$ cat src/rtl/mmu_dcache_req_arbiter_if.sv
// Bundle between the two dcache requesters, the arbiter and the E1/E2 dcache port.
// Handshake: a request is accepted in the cycle where dc_req & dc_grant; a requester keeps req and payload stable until its grant.
interface mmu_dcache_req_arbiter_if #(
   parameter int ADDR_W = 41
);
   logic              p0_req;
   logic [ADDR_W-1:0] p0_virt_addr;
   logic [5:0]        p0_opc;
   logic [3:0]        p0_size;
   logic              p0_glob_acc;
   logic              p0_non_trapping;
   logic              p0_grant;
   logic              p0_e2_valid;
   logic [10:0]       p0_e2_trap;

   logic              p1_req;
   logic [ADDR_W-1:0] p1_virt_addr;
   logic [5:0]        p1_opc;
   logic [3:0]        p1_size;
   logic              p1_glob_acc;
   logic              p1_non_trapping;
   logic              p1_grant;
   logic              p1_e2_valid;
   logic [10:0]       p1_e2_trap;

   logic              dc_req;
   logic [ADDR_W-1:0] dc_virt_addr;
   logic [5:0]        dc_opc;
   logic [3:0]        dc_size;
   logic              dc_glob_acc;
   logic              dc_non_trapping;
   logic              dc_grant;
   logic              e2_stall;
   logic [10:0]       e2_trap;

   logic              proto_err;
   logic [15:0]       stat_grant0;
   logic [15:0]       stat_grant1;

   // Requester/dcache side of the bundle.
   modport master (
      output p0_req, p0_virt_addr, p0_opc, p0_size, p0_glob_acc, p0_non_trapping,
      output p1_req, p1_virt_addr, p1_opc, p1_size, p1_glob_acc, p1_non_trapping,
      output dc_grant, e2_stall, e2_trap,
      input  p0_grant, p0_e2_valid, p0_e2_trap, p1_grant, p1_e2_valid, p1_e2_trap,
      input  dc_req, dc_virt_addr, dc_opc, dc_size, dc_glob_acc, dc_non_trapping,
      input  proto_err, stat_grant0, stat_grant1
   );

   // Arbiter side of the bundle.
   modport slave (
      input  p0_req, p0_virt_addr, p0_opc, p0_size, p0_glob_acc, p0_non_trapping,
      input  p1_req, p1_virt_addr, p1_opc, p1_size, p1_glob_acc, p1_non_trapping,
      input  dc_grant, e2_stall, e2_trap,
      output p0_grant, p0_e2_valid, p0_e2_trap, p1_grant, p1_e2_valid, p1_e2_trap,
      output dc_req, dc_virt_addr, dc_opc, dc_size, dc_glob_acc, dc_non_trapping,
      output proto_err, stat_grant0, stat_grant1
   );
endinterface

$ cat src/rtl/mmu_dcache_req_arbiter.sv
// Two-port arbiter for the MMU E1 dcache request port with E2 result routing.
// Optional per-port grant counters: define MMU_DCACHE_ARB_STATS_EN.
module mmu_dcache_req_arbiter #(
   parameter int ADDR_W     = 41,
   parameter int STARVE_MAX = 4
) (
   input  logic                     clock,
   input  logic                     reset,
   mmu_dcache_req_arbiter_if.slave  bus,
   output logic [0:0]               fsm_state
);
   localparam logic [0:0] IDLE = 1'b0;
   localparam logic [0:0] LOCK = 1'b1;
   localparam logic [3:0] STARVE_LIM = 4'(STARVE_MAX);

   logic [0:0]        state;
   logic              sel;
   logic [3:0]        starve_cnt;
   logic              e2_valid;
   logic              e2_owner;
   logic              proto_err;

   logic              winner;
   logic              eff_sel;
   logic              sel_req;
   logic              dc_req;
   logic              accept;
   logic              lock_drop;
   logic [ADDR_W-1:0] addr_mux;

   always_comb begin
      if (bus.p0_req && bus.p1_req) begin
         winner = (starve_cnt == STARVE_LIM);
      end else begin
         winner = bus.p1_req;
      end
      eff_sel   = (state == LOCK) ? sel : winner;
      sel_req   = sel ? bus.p1_req : bus.p0_req;
      lock_drop = (state == LOCK) && !sel_req;
      // Reset gates the request so nothing is granted in the reset cycle.
      if (reset) begin
         dc_req = 1'b0;
      end else if (state == LOCK) begin
         dc_req = sel_req;
      end else begin
         dc_req = bus.p0_req | bus.p1_req;
      end
      accept   = dc_req & bus.dc_grant;
      addr_mux = eff_sel ? bus.p1_virt_addr : bus.p0_virt_addr;
   end

   assign bus.dc_req          = dc_req;
   assign bus.dc_virt_addr    = dc_req ? addr_mux : '0;
   assign bus.dc_opc          = !dc_req ? 6'd0 : (eff_sel ? bus.p1_opc : bus.p0_opc);
   assign bus.dc_size         = !dc_req ? 4'd0 : (eff_sel ? bus.p1_size : bus.p0_size);
   assign bus.dc_glob_acc     = dc_req & (eff_sel ? bus.p1_glob_acc : bus.p0_glob_acc);
   assign bus.dc_non_trapping = dc_req & (eff_sel ? bus.p1_non_trapping : bus.p0_non_trapping);

   assign bus.p0_grant    = accept & !eff_sel;
   assign bus.p1_grant    = accept & eff_sel;
   assign bus.p0_e2_valid = e2_valid & !bus.e2_stall & !e2_owner & !reset;
   assign bus.p1_e2_valid = e2_valid & !bus.e2_stall & e2_owner & !reset;
   assign bus.p0_e2_trap  = bus.p0_e2_valid ? bus.e2_trap : 11'd0;
   assign bus.p1_e2_trap  = bus.p1_e2_valid ? bus.e2_trap : 11'd0;
   assign bus.proto_err   = proto_err;
   assign fsm_state       = state;

   always_ff @(posedge clock) begin
      if (reset) begin
         state      <= IDLE;
         sel        <= 1'b0;
         starve_cnt <= 4'd0;
         e2_valid   <= 1'b0;
         e2_owner   <= 1'b0;
         proto_err  <= 1'b0;
      end else begin
         case (state)
            IDLE: begin
               if (dc_req && !bus.dc_grant) begin
                  state <= LOCK;
                  sel   <= winner;
               end
            end
            default: begin
               if (lock_drop) begin
                  proto_err <= 1'b1;
                  state     <= IDLE;
               end else if (bus.dc_grant) begin
                  state <= IDLE;
               end
            end
         endcase

         if (accept) begin
            if (eff_sel) begin
               starve_cnt <= 4'd0;
            end else if (bus.p1_req && (starve_cnt < STARVE_LIM)) begin
               starve_cnt <= starve_cnt + 4'd1;
            end
         end

         // A stalled E2 access overwritten by a new accept is a protocol error.
         if (accept) begin
            e2_valid <= 1'b1;
            e2_owner <= eff_sel;
            if (bus.e2_stall && e2_valid) begin
               proto_err <= 1'b1;
            end
         end else if (!bus.e2_stall) begin
            e2_valid <= 1'b0;
         end
      end
   end

`ifdef MMU_DCACHE_ARB_STATS_EN
   logic [15:0] stat0;
   logic [15:0] stat1;

   always_ff @(posedge clock) begin
      if (reset) begin
         stat0 <= 16'd0;
         stat1 <= 16'd0;
      end else begin
         if (accept && !eff_sel && (stat0 != 16'hFFFF)) begin
            stat0 <= stat0 + 16'd1;
         end
         if (accept && eff_sel && (stat1 != 16'hFFFF)) begin
            stat1 <= stat1 + 16'd1;
         end
      end
   end

   assign bus.stat_grant0 = stat0;
   assign bus.stat_grant1 = stat1;
`else
   assign bus.stat_grant0 = 16'd0;
   assign bus.stat_grant1 = 16'd0;
`endif
endmodule
$ cat src/flat_wrapper.sv
// flat-port wrapper written by rule: the top's interface ports become plain ports
module mmu_dcache_req_arbiter_flat 
#(
   parameter int ADDR_W     = 41,
   parameter int STARVE_MAX = 4
)
  (clock, reset, fsm_state, bus_p0_req, bus_p0_virt_addr, bus_p0_opc, bus_p0_size, bus_p0_glob_acc, bus_p0_non_trapping, bus_p1_req, bus_p1_virt_addr, bus_p1_opc, bus_p1_size, bus_p1_glob_acc, bus_p1_non_trapping, bus_dc_grant, bus_e2_stall, bus_e2_trap, bus_p0_grant, bus_p0_e2_valid, bus_p0_e2_trap, bus_p1_grant, bus_p1_e2_valid, bus_p1_e2_trap, bus_dc_req, bus_dc_virt_addr, bus_dc_opc, bus_dc_size, bus_dc_glob_acc, bus_dc_non_trapping, bus_proto_err, bus_stat_grant0, bus_stat_grant1);
  mmu_dcache_req_arbiter_if #(.ADDR_W(ADDR_W)) bus_i ();
  input  logic clock;
  input  logic reset;
  output logic [0:0] fsm_state;
  input wire logic [$bits(bus_i.p0_req)-1:0] bus_p0_req;
  input wire logic [$bits(bus_i.p0_virt_addr)-1:0] bus_p0_virt_addr;
  input wire logic [$bits(bus_i.p0_opc)-1:0] bus_p0_opc;
  input wire logic [$bits(bus_i.p0_size)-1:0] bus_p0_size;
  input wire logic [$bits(bus_i.p0_glob_acc)-1:0] bus_p0_glob_acc;
  input wire logic [$bits(bus_i.p0_non_trapping)-1:0] bus_p0_non_trapping;
  input wire logic [$bits(bus_i.p1_req)-1:0] bus_p1_req;
  input wire logic [$bits(bus_i.p1_virt_addr)-1:0] bus_p1_virt_addr;
  input wire logic [$bits(bus_i.p1_opc)-1:0] bus_p1_opc;
  input wire logic [$bits(bus_i.p1_size)-1:0] bus_p1_size;
  input wire logic [$bits(bus_i.p1_glob_acc)-1:0] bus_p1_glob_acc;
  input wire logic [$bits(bus_i.p1_non_trapping)-1:0] bus_p1_non_trapping;
  input wire logic [$bits(bus_i.dc_grant)-1:0] bus_dc_grant;
  input wire logic [$bits(bus_i.e2_stall)-1:0] bus_e2_stall;
  input wire logic [$bits(bus_i.e2_trap)-1:0] bus_e2_trap;
  output wire logic [$bits(bus_i.p0_grant)-1:0] bus_p0_grant;
  output wire logic [$bits(bus_i.p0_e2_valid)-1:0] bus_p0_e2_valid;
  output wire logic [$bits(bus_i.p0_e2_trap)-1:0] bus_p0_e2_trap;
  output wire logic [$bits(bus_i.p1_grant)-1:0] bus_p1_grant;
  output wire logic [$bits(bus_i.p1_e2_valid)-1:0] bus_p1_e2_valid;
  output wire logic [$bits(bus_i.p1_e2_trap)-1:0] bus_p1_e2_trap;
  output wire logic [$bits(bus_i.dc_req)-1:0] bus_dc_req;
  output wire logic [$bits(bus_i.dc_virt_addr)-1:0] bus_dc_virt_addr;
  output wire logic [$bits(bus_i.dc_opc)-1:0] bus_dc_opc;
  output wire logic [$bits(bus_i.dc_size)-1:0] bus_dc_size;
  output wire logic [$bits(bus_i.dc_glob_acc)-1:0] bus_dc_glob_acc;
  output wire logic [$bits(bus_i.dc_non_trapping)-1:0] bus_dc_non_trapping;
  output wire logic [$bits(bus_i.proto_err)-1:0] bus_proto_err;
  output wire logic [$bits(bus_i.stat_grant0)-1:0] bus_stat_grant0;
  output wire logic [$bits(bus_i.stat_grant1)-1:0] bus_stat_grant1;
  assign bus_i.p0_req = bus_p0_req;
  assign bus_i.p0_virt_addr = bus_p0_virt_addr;
  assign bus_i.p0_opc = bus_p0_opc;
  assign bus_i.p0_size = bus_p0_size;
  assign bus_i.p0_glob_acc = bus_p0_glob_acc;
  assign bus_i.p0_non_trapping = bus_p0_non_trapping;
  assign bus_i.p1_req = bus_p1_req;
  assign bus_i.p1_virt_addr = bus_p1_virt_addr;
  assign bus_i.p1_opc = bus_p1_opc;
  assign bus_i.p1_size = bus_p1_size;
  assign bus_i.p1_glob_acc = bus_p1_glob_acc;
  assign bus_i.p1_non_trapping = bus_p1_non_trapping;
  assign bus_i.dc_grant = bus_dc_grant;
  assign bus_i.e2_stall = bus_e2_stall;
  assign bus_i.e2_trap = bus_e2_trap;
  assign bus_p0_grant = bus_i.p0_grant;
  assign bus_p0_e2_valid = bus_i.p0_e2_valid;
  assign bus_p0_e2_trap = bus_i.p0_e2_trap;
  assign bus_p1_grant = bus_i.p1_grant;
  assign bus_p1_e2_valid = bus_i.p1_e2_valid;
  assign bus_p1_e2_trap = bus_i.p1_e2_trap;
  assign bus_dc_req = bus_i.dc_req;
  assign bus_dc_virt_addr = bus_i.dc_virt_addr;
  assign bus_dc_opc = bus_i.dc_opc;
  assign bus_dc_size = bus_i.dc_size;
  assign bus_dc_glob_acc = bus_i.dc_glob_acc;
  assign bus_dc_non_trapping = bus_i.dc_non_trapping;
  assign bus_proto_err = bus_i.proto_err;
  assign bus_stat_grant0 = bus_i.stat_grant0;
  assign bus_stat_grant1 = bus_i.stat_grant1;
  mmu_dcache_req_arbiter #(.ADDR_W(ADDR_W), .STARVE_MAX(STARVE_MAX)) u_core (.clock(clock), .reset(reset), .bus(bus_i), .fsm_state(fsm_state));
endmodule
$ cat config.mk
export PLATFORM = sky130hd
export DESIGN_NAME = mmu_dcache_req_arbiter_flat
export DESIGN_NICKNAME = d
export VERILOG_FILES = /design/src/rtl/mmu_dcache_req_arbiter_if.sv /design/src/rtl/mmu_dcache_req_arbiter.sv /design/src/flat_wrapper.sv
export SDC_FILE = /design/constraint.sdc
export NUM_CORES = 1
export LEC_CHECK = 0
export ABC_AREA = 1
export CAP_MARGIN = 5
export CORE_AREA = 2 2 91 93
export DETAILED_ROUTE_END_ITERATION = 10
export DIE_AREA = 0 0 93 95
export PLACE_DENSITY = 0.73
export SLEW_MARGIN = 40
export SYNTH_ARGS = -nofsm -noshare
export SYNTH_HDL_FRONTEND = slang
export SYNTH_SLANG_ARGS = --single-unit
$ cat constraint.sdc
create_clock -name clock -period 2.13 [get_ports clock]
set_clock_uncertainty 0.1 [all_clocks]
set_input_delay 0.426 -clock clock [delete_from_list [all_inputs] [get_ports clock]]
set_output_delay 0.426 -clock clock [all_outputs]
set_load 0.02 [all_outputs]
==> results, run 1 <==
- The final period demand of the worst path is 2.31 ns.
- Compared with the post-synthesis result, the final layout area differs by 176%.
- The floorplan die area is 8840 µm².
- The post-detailed-placement half-perimeter wirelength is 5860 µm.
- The via count of the first global-routing pass is 2,532.
- The number of clock sinks is 9.
- The number of buffers and inverters on the critical path is 5.
- Yosys mapped a number of flops with a built-in enable equal to 0.
- Dividing total power by cell area gives a power density of 343 nW/µm².
- STA puts the critical path data required time at 1.60 ns.
- STA puts the critical path data arrival time at 1.78 ns.
- Max-cap violations in this run came to 0.
- The mapped netlist covers 1620 µm².
- The CTS tree is built.
- For this block, the initial DRC count from the detailed router was 50.
- Clock latency on the worst-skew pair, taken at its later pin, is 0.24 ns.
- The share of synthesized area spent on multiplexers is 0%.
- Buffers placed on the I/O ports in this run total 204.
- On the final layout, the worst hold slack is 0.397 ns.
- For this design, the CTS-stage hold fixing added 0 buffers.
- The first detailed-routing pass took 5 iterations.
- The synthesized instance count is 318.
- The layout has 756 filler cells.
- The peak ir drop on the vdd network is 0.000196 V.
- The number of levels the H-tree was split into is 1.
- The signal on the critical path passes through inv_2 > ha_4 > nand2_2 > inv_2 > nand2_4 > nand3_4 > nand2_8 > clkinv_8 > clkbuf_16 > nor2_1 > nor2_1 > buf_2.
- The clock input transition at the sequential cells of the worst setup and hold paths is 0.05 ns.
- The total number of nets in the final design is 678.
- In this design, the largest share of critical-path delay is due to buffers and inverters.
- On the worst path, the slowest cell contributes a delay of 0.33 ns.
- Averaged over all synthesized cells, the footprint is 5.11 µm².
- The wire length reported by the detailed router is 9600 µm.
- The number of hold violations in the final report is 0.
- The clock root buffer master is clkbuf_8.
- The highest net fanout along the worst path is 11.
- The all-layer global routing usage is 17.8%.
- By area, the combinational part of the netlist is dominated by simple AND/OR/NAND/NOR gates.
- The routed length per placed instance is 14.6 µm.
- The placer's final routability congestion estimate is 0.819.
- The share of synthesized cell area in full adder, half adder and majority cells is 1.54%.
- For this run, design rule violations remaining after detail routing come to 0.
- The critical path endpoint is bus_dc_opc[4].
- The via-per-instance ratio is 4.29.
- The number of buffers on the longest clock path is 2.
- The synthesized-area fraction occupied by xor and xnor cells is 0%.
- In this run the worst hold path is classified as reg2reg.
- The count of synthesis-stage warnings from yosys is 0.
- The initial antenna violation count is 0.
- The final count of pins violating max slew came to 0.
- The vertical die dimension is 95 µm.
- The share of synthesized area occupied by flip-flops and latches is 11.1%.
- The slack of the worst reg-to-reg path is 0.20 ns.
- For this run, asynchronously set or reset flops after synthesis account for 0%.
- The number of gates on the worst path with buffers counted is 12.
- The first global-routing pass estimated 12,600 µm of wire.
- The launching instance or port of the critical path is u_core.starve_cnt[0].
- The endpoint type of the worst setup path is an output pin.
- The standard cell with the maximum stage delay on the critical path is dfxtp_2.
- Once routing completed, OpenROAD measured the worst setup slack at -0.180 ns.
- The achievable clock frequency is 433 MHz.
- The number of clock buffers added by TritonCTS is 3.
- Once detail routing completed, the nets flagged for antenna violations numbered 0.
- After floorplanning, the core was sized to cover 7930 µm².
- The endpoint identified for the worst register-to-register timing path is u_core.starve_cnt[0].
- The run finished, with violations left.
- Setup repair after global routing could not meet its margin everywhere.
- The number of setup violations in the final report is 55.
- The pin count of the biggest net entering global routing is 35.
- The type of element launching the critical path is a flop.
- The setup TNS after final layout is -7.87 ns.
- The number of diodes added for antenna fixing is 0.
- The ratio of final minimum period to clock period is 108%.
- The overall die width is 93 µm.
- The synthesized design contains 9 register bits.
- After Yosys synthesis, and, or, nand and nor cells account for 39.4% of the synthesized area.
- The dominant synthesized flop cell is dfxtp_1.
- Once the floorplan was initialized, standard cells occupied 20.5% of the core.
- The total I/O pin count is 237.
- The standby leakage power is 2.11 nW.
- The reg-to-reg critical path startpoint is u_core.starve_cnt[0].
- The checks that failed: setup timing.
- The length in cells of the worst reg-to-reg path is 15.
- Of the cells placed in the final design, the portion with a size suffix greater than 1 is 40.0%.
- The sum of overflow across all layers after global routing is 0.
- The kind of critical path is reg2out.
- Detailed routing inserted a total of 2,818 vias.
- The synthesized netlist contains 19 unique library cells.
- The number of rows created at floorplan is 33.
- The compound-cell area share of the yosys netlist is 19.0%.
==> worst min-delay path by stage <==
stage	slack [ns]	to	from	cells past startpoint
after CTS	0.40	u_core.bus.proto_err	u_core.e2_valid	2
after floorplan	0.33	u_core.starve_cnt[3]	u_core.starve_cnt[3]	2
after global placement	0.37	u_core.bus.proto_err	u_core.e2_valid	2
final	0.40	u_core.bus.proto_err	u_core.e2_valid	2
after detailed placement	0.38	u_core.bus.proto_err	u_core.e2_valid	2
after global routing	0.43	u_core.bus.proto_err	u_core.e2_valid	2
==> Yosys cell counts (2+ instances only) <==
cell	number	area (µm²)
o21ai_0	17	85.1
dfxtp_1	9	180
buf_6	4	45.0
buf_2	5	25.0
inv_2	2	7.51
o21ai_1	40	200
nor2_1	138	518
clkbuf_1	4	15.0
inv_1	24	90.1
nand2_1	23	86.3
ha_1	2	25.0
a21oi_1	2	10.0
buf_4	37	278
nand3_1	6	30.0
==> power by group <==
part / internal, W / leakage, nW / switching, W
Combinational: 0.000591 / 2.02 / 0.000554
Clock: 0.000131 / 0.0228 / 0.0000776
Sequential: 0.000177 / 0.0744 / 0.00000587
==> cell type report <==
class                           count  area [µm²]  area share [%]
Multi-Input combinational cell    263        1490            33.2
Inverter                           27         116            2.60
Clock buffer                        4        45.0            1.01
Sequential cell                     9         183            4.08
Tap cell                          105         131            2.94
Timing Repair Buffer              249        2510            56.2
==> worst register-to-register path, stage by stage (launching register included) <==
cell,delay (ns)
dfxtp_2,0.32
inv_2,0.07
ha_4,0.13
nand2_2,0.05
inv_2,0.06
nand2_4,0.06
nand3_4,0.08
nand2_8,0.10
buf_12,0.16
clkbuf_16,0.15
buf_4,0.13
buf_4,0.14
nand2_1,0.05
nand2_1,0.07
nor2_1,0.09
nor2_1,0.05
==> metal layers <==
| metal | up-vias | GRT usage (%) | wire, µm |
|---|---|---|---|
| met2 | 142 | 33.1 | 5030 |
| met5 | - | 0 | 0 |
| li1 | 1395 | - | - |
| met3 | 8 | 4.15 | 770 |
| met1 | 1273 | 21.0 | 3700 |
| met4 | 0 | 3.31 | 90 |
==> per-stage QoR <==
| stage | cells | power, W | setup WS, ns | instance area [µm²] | utilization (%) |
|---|---|---|---|---|---|
| detailed placement | 628 | 0.00105 | -0.830 | 3760 | 47.5 |
| global placement | 628 | 0.00104 | -0.828 | 3760 | 47.5 |
| global route | 657 | 0.00162 | -0.287 | 4470 | 56.4 |
| floorplan | 349 | 0.000622 | 0.0724 | 1740 | - |
| finish | 657 | 0.00154 | -0.180 | 4470 | 56.4 |
| CTS | 642 | 0.00134 | -0.170 | 3840 | 48.5 |
==> timing repair <==
item | in CTS | in global routing
setup buffers | 4 | 6
pin swaps | 5 | 21
gates resized for setup | 400 | 129
cloned | 6 | 9
endpoints found under the setup margin | 80 | 80
==> state kept, by name (all words and copies together), names as in the netlist <==
register and cells:
u_core.fsm_state 1, u_core.e2_valid 1, u_core.starve_cnt 4, u_core.bus.proto_err 1, u_core.sel 1, u_core.e2_owner 1
==> cell families after synthesis <==
group,count (synthesis)
other cells,1
simple gates,168
flops,9
fa+ha+maj,2
buf+inv,77
compound gates,61
==> cells in the final DEF (no fill, tap or decap) <==
cell and instances:
clkdlybuf4s50_1 121, nor2_1 93, buf_4 76, conb_1 32, nor2_2 29, o21ai_2 24, o21ai_1 22, inv_1 19
buf_2 18, nand2_1 17, nor2_4 16, o21ai_0 9, buf_6 9, buf_16 7, clkbuf_16 7, buf_12 7
dfxtp_1 7, inv_2 6, nand2_4 3, nand2_2 3, nand3_1 3, clkbuf_8 3, nand3_4 2, o21ai_4 2
a21oi_1 2, clkbuf_2 2, dfxtp_2 2, inv_4 1, nand2_8 1, clkinv_8 1, nand3_2 1, o22ai_1 1
o31ai_1 1, ha_4 1, ha_1 1, clkbuf_1 1, dlymetal6s2s_1 1, dlygate4sd2_1 1
(Power assumes the default switching activity.)
==> run 2, diff against run 1 <==
Settings changed: CTS_CLUSTER_SIZE from default to 10.
==> results of run 2 <==
Same layout as run 1: the final DEF is identical, and so are final timing and power.
==> patch 1 (flow settings as in run 2) <==
`ADDR_W` is set to 41 in 3 places; all go to 37.
--- a/src/rtl/mmu_dcache_req_arbiter_if.sv
+++ b/src/rtl/mmu_dcache_req_arbiter_if.sv
@@ -1,7 +1,7 @@
 // Bundle between the two dcache requesters, the arbiter and the E1/E2 dcache port.
 // Handshake: a request is accepted in the cycle where dc_req & dc_grant; a requester keeps req and payload stable until its grant.
 interface mmu_dcache_req_arbiter_if #(
-   parameter int ADDR_W = 41
+   parameter int ADDR_W = 37
 );
    logic              p0_req;
    logic [ADDR_W-1:0] p0_virt_addr;
--- a/src/rtl/mmu_dcache_req_arbiter.sv
+++ b/src/rtl/mmu_dcache_req_arbiter.sv
@@ -1,7 +1,7 @@
 // Two-port arbiter for the MMU E1 dcache request port with E2 result routing.
 // Optional per-port grant counters: define MMU_DCACHE_ARB_STATS_EN.
 module mmu_dcache_req_arbiter #(
-   parameter int ADDR_W     = 41,
+   parameter int ADDR_W     = 37,
    parameter int STARVE_MAX = 4
 ) (
    input  logic                     clock,
--- a/src/flat_wrapper.sv
+++ b/src/flat_wrapper.sv
@@ -1,7 +1,7 @@
 // flat-port wrapper written by rule: the top's interface ports become plain ports
 module mmu_dcache_req_arbiter_flat 
 #(
-   parameter int ADDR_W     = 41,
+   parameter int ADDR_W     = 37,
    parameter int STARVE_MAX = 4
 )
   (clock, reset, fsm_state, bus_p0_req, bus_p0_virt_addr, bus_p0_opc, bus_p0_size, bus_p0_glob_acc, bus_p0_non_trapping, bus_p1_req, bus_p1_virt_addr, bus_p1_opc, bus_p1_size, bus_p1_glob_acc, bus_p1_non_trapping, bus_dc_grant, bus_e2_stall, bus_e2_trap, bus_p0_grant, bus_p0_e2_valid, bus_p0_e2_trap, bus_p1_grant, bus_p1_e2_valid, bus_p1_e2_trap, bus_dc_req, bus_dc_virt_addr, bus_dc_opc, bus_dc_size, bus_dc_glob_acc, bus_dc_non_trapping, bus_proto_err, bus_stat_grant0, bus_stat_grant1);
Ports: changed (resized bus_dc_virt_addr, bus_p0_virt_addr and bus_p1_virt_addr); port bits go from 237 to 225. No check against the original RTL was run, so the function may have changed too.
==> patch 1 against run 2 <==
The run still ends with setup timing left; setup slack worse by 0.016 ns; synthesized area hardly changed; wire length is 7.6% lower; final area is 6.9% lower; via count is 3.9% lower; final cell count is 2.7% lower; combinational power is 11% lower; sequential cell count stayed put; power is 8.9% lower; global-route usage is 0.25 points lower; critical endpoint is now bus_dc_virt_addr[23]; largest cell class unchanged.
==> patch 1: results <==
metrics = {
    "status": {
        "status": "finished with violations",
        "violations": "setup timing",
    },
    "finish": {
        "nNetsFinal": 652,
        "max_flop_register": "u_core.starve_cnt",
        "drive_gt1_share_pct": 39.0,
        "regArea_um2": 185,
        "fillers": 769,
    },
    "pwr": {
        "vdd.ir_drop.worst_mv": 0.225,
        "power.leakage_nw": 2.00,
    },
    "logic_synthesis": {
        "ys_warn_count": 0,
        "synth_area_leaders": "nor2_1, buf_4, o21ai_1",
        "ys_seq_area_share_pct": 11.1,
        "yosysUniqueCellTypes": 22,
        "synthTopCellsByCount": "nor2_1, o21ai_1, buf_4",
    },
    "worst_setup_path": {
        "critPathMaxFanout": 8,
        "crit_end": "bus_dc_virt_addr[23]",
        "r2r-end": "u_core.sel",
        "worstPathArrival_ns": 1.80,
        "r2r_setup_slack_ns": 0.18,
    },
    "place": {
        "place_congestion": 0.847,
        "post-dp-hpwl_um": 5720,
        "dpl_cell_area_um2": 3660,
        "port_buffers": 192,
    },
    "clocking": {
        "clk_pin_slew_ns": 0.05,
    },
    "routing": {
        "wl_per_cell_um": 13.9,
        "drtIter0Drc": 67,
        "vias": 2709,
        "firstDrtPassIters": 4,
    },
    "timing": {
        "tns_ns": -8.01,
        "fin_ws_ns": -0.196,
        "setup_viol": 51,
    },
    "global_routing": {
        "grt_pass1_wl_um": 12400,
        "grt_max_degree": 19,
        "grt_pass1_vias": 2524,
    },
}
==> patch 1: cell types whose count changed after synthesis, sizes merged <==
cell    delta
a21oi      +1
nand3      +1
buf        +2
inv        +1
clkbuf     -3
clkinv     -1
o21ai      -5
nor2       -9
==> patch 1: timing repair <==
action	4_1_cts	5_1_grt
gates resized for setup	406	58
hold endpoints to repair	0	0
setup buffers	18	5
setup endpoints to repair	76	73
pin swaps	13	26
cloned	7	3
==> patch 1: worst register-to-register path, cell delays in order (launching register included) <==
cell and delay, ns:
dfxtp_2 0.32, inv_2 0.08, ha_4 0.14, nand2_2 0.05, inv_2 0.06, nand2_4 0.05, buf_6 0.11, buf_6 0.10
buf_4 0.12, buf_4 0.13, buf_4 0.12, buf_4 0.12, buf_4 0.12, nand2_2 0.05, nand3_2 0.07, a21oi_1 0.13
==> patch 1: logic make-up (layout without fill, tap and decap cells) <==
group	Yosys count	count (layout)	share of synthesized area (%)
buffers and inverters	76	274	29.6
AO/OA/AOI/OAI	57	57	17.8
adder cells (fa/ha/maj)	2	2	1.54
other	1	32	0.231
AND/OR/NAND/NOR	160	160	39.7
flip-flops	9	9	11.1
==> patch 1: layout make-up <==
type	count	area share, %
clock buffer	4	1.08
sequential	9	4.45
inverter	27	2.88
multi-input combinational	251	31.2
timing repair buffer	243	57.2
tap	105	3.15
==> patch 1: worst min path at each step <==
stage / from / to / slack [ns] / depth (start not counted)
after global routing: u_core.sel / u_core.sel / 0.38 / 2
after CTS: u_core.sel / u_core.sel / 0.37 / 2
final: u_core.sel / u_core.sel / 0.37 / 2
after global placement: u_core.e2_valid / u_core.bus.proto_err / 0.36 / 2
after detailed placement: u_core.sel / u_core.sel / 0.37 / 2
after floorplan: u_core.starve_cnt[3] / u_core.starve_cnt[3] / 0.34 / 2
==> patch 1: report_power, final <==
group / internal, mW / switching [mW]
registers: 0.176 / 0.00402
clock network: 0.132 / 0.0806
logic: 0.524 / 0.484
==> patch 1: routing by layer <==
metal,global-route usage (%),up-vias,share of wire [%]
li1,-,1343,-
met1,21.2,1236,40
met2,32.6,121,51
met3,2.79,9,6.9
met4,3.92,0,1.2
met5,0,-,0
==> patch 1: through the flow <==
step           setup slack, ns  cells  hold slack [ns]
2_1_floorplan            0.140    336            0.344
3_3_place_gp            -0.793    610            0.364
3_5_place_dp            -0.838    610            0.372
4_1_cts                 -0.215    639            0.371
5_1_grt                 -0.267    639            0.378
6_report                -0.196    639            0.370
==> patch 2 (flow settings as in run 2) <==
Made on the original files. One comparison of `starve_cnt` changes from == to >=.
--- a/src/rtl/mmu_dcache_req_arbiter.sv
+++ b/src/rtl/mmu_dcache_req_arbiter.sv
@@ -30,7 +30,7 @@
 
    always_comb begin
       if (bus.p0_req && bus.p1_req) begin
-         winner = (starve_cnt == STARVE_LIM);
+         winner = (starve_cnt >= STARVE_LIM);
       end else begin
          winner = bus.p1_req;
       end
Formal check against the unedited RTL: same outputs for any inputs over 10 cycles, from zero or initial values and one cycle with reset high; that may be too few to reach the edited logic, so the function may still have changed.
==> patch 2 against run 2 <==
The flow still finishes with violations (setup timing); power shrank 4.7%; critical path depth decreased by 2; setup slack gained 0.10 ns; utilization up 0.44 points; final area increased by 0.78%; clock power down 6%; sequential cell count is the same; synthesized area decreased by 0.46%; global-route usage rose by 0.38 points; wire length barely moved.
==> patch 2: results <==
metrics = {
    "status": {
        "status": "finished with violations",
        "violations": "setup timing",
    },
    "routing": {
        "drtIter0Drc": 88,
        "firstDrtPassIters": 4,
        "wl_per_cell_um": 14.6,
        "vias_per_cell": 4.37,
        "drt_wl_total_um": 9590,
    },
    "timing": {
        "setup_viol": 51,
        "fin_ws_ns": -0.0773,
        "timing.hold.ws_ns": 0.366,
    },
    "logic_synthesis": {
        "ys_seq_area_share_pct": 11.1,
        "yosys.area_share.adder_pct": 0.774,
        "synthTopCellsByCount": "nand2_1, a21oi_1, buf_4",
        "yosysUniqueCellTypes": 18,
        "synth-compound-area-share_pct": 19.7,
        "synth_area_leaders": "nand2_1, a21oi_1, buf_4",
    },
    "min_path": {
        "min_to": "u_core.starve_cnt[2]",
        "worstHoldStart": "u_core.starve_cnt[2]",
    },
    "finish": {
        "fillers": 715,
        "nNetsFinal": 675,
        "drive_gt1_share_pct": 40.9,
    },
    "global_routing": {
        "antenna_found_initial": 0,
        "grt_pass1_vias": 2563,
        "grt_pass1_wl_um": 12700,
        "grtUsageTotal_pct": 18.2,
        "grt_max_degree": 21,
    },
    "worst_setup_path": {
        "rr_worst_depth": 10,
        "worstPathArrival_ns": 1.68,
        "r2r_setup_slack_ns": 0.46,
        "cp_top_family": "buffers and inverters",
        "r2r-end": "u_core.sel",
        "r2r_start": "u_core.fsm_state",
        "critPathMaxFanout": 8,
    },
    "place": {
        "post-dp-hpwl_um": 5890,
        "place_congestion": 0.837,
        "dpl_cell_area_um2": 3780,
        "place_inst": 628,
    },
    "clocking": {
        "clk_pin_slew_ns": 0.05,
        "insertion_delay_ns": 0.23,
    },
    "pwr": {
        "power.leakage_nw": 2.12,
        "vdd.ir_drop.worst_mv": 0.238,
    },
}
[patch 2: repair_timing]
| item | in CTS | in global routing |
|---|---|---|
| endpoints found under the setup margin | 80 | 61 |
| resized for setup | 427 | 108 |
| endpoints found under the hold margin | 0 | 0 |
| cloned | 9 | 4 |
| buffers inserted | 9 | 5 |
| pin swaps | 14 | 27 |
[patch 2: metal layers]
layer,vias up,GRT usage (%),share of wire [%]
met5,-,0,0
met1,1304,22.0,38
met4,0,4.78,2.3
met2,141,33.2,51
li1,1394,-,-
met3,22,3.27,8.5
[patch 2: through the flow]
stage | TNS [ns] | setup WS [ns]
after detailed placement | -52.19 | -0.780
after floorplan | 0 | 0.165
after CTS | -3.81 | -0.0932
after global routing | -4.85 | -0.145
final | -1.25 | -0.0773
after global placement | -50.59 | -0.751
[patch 2: worst max-delay path by stage]
stage                              start                   end  slack (ns)
floorplan                          reset  bus_dc_virt_addr[31]        0.16
global placement              bus_p0_req        bus_dc_size[3]       -0.75
detailed placement            bus_p0_req  bus_dc_virt_addr[33]       -0.78
CTS                           bus_p0_req        bus_dc_size[1]       -0.09
global route        u_core.starve_cnt[3]  bus_dc_virt_addr[16]       -0.15
finish              u_core.starve_cnt[3]  bus_dc_virt_addr[16]       -0.08
[patch 2: layout make-up]
cell class | instances | area [um2] | area share (%)
timing repair inverter | 1 | 16.3 | 0.361
sequential | 9 | 184 | 4.08
tap | 105 | 131 | 2.91
clock buffer | 4 | 45.0 | 0.999
inverter | 24 | 116 | 2.58
multi-input combinational | 260 | 1490 | 33.1
timing repair buffer | 252 | 2520 | 55.9
[patch 2: power breakdown]
part / internal [mW] / leakage [nW] / switching, mW
clock network: 0.130 / 0.0228 / 0.0670
logic: 0.562 / 2.02 / 0.523
registers: 0.176 / 0.0747 / 0.00506
total: 0.869 / 2.12 / 0.595
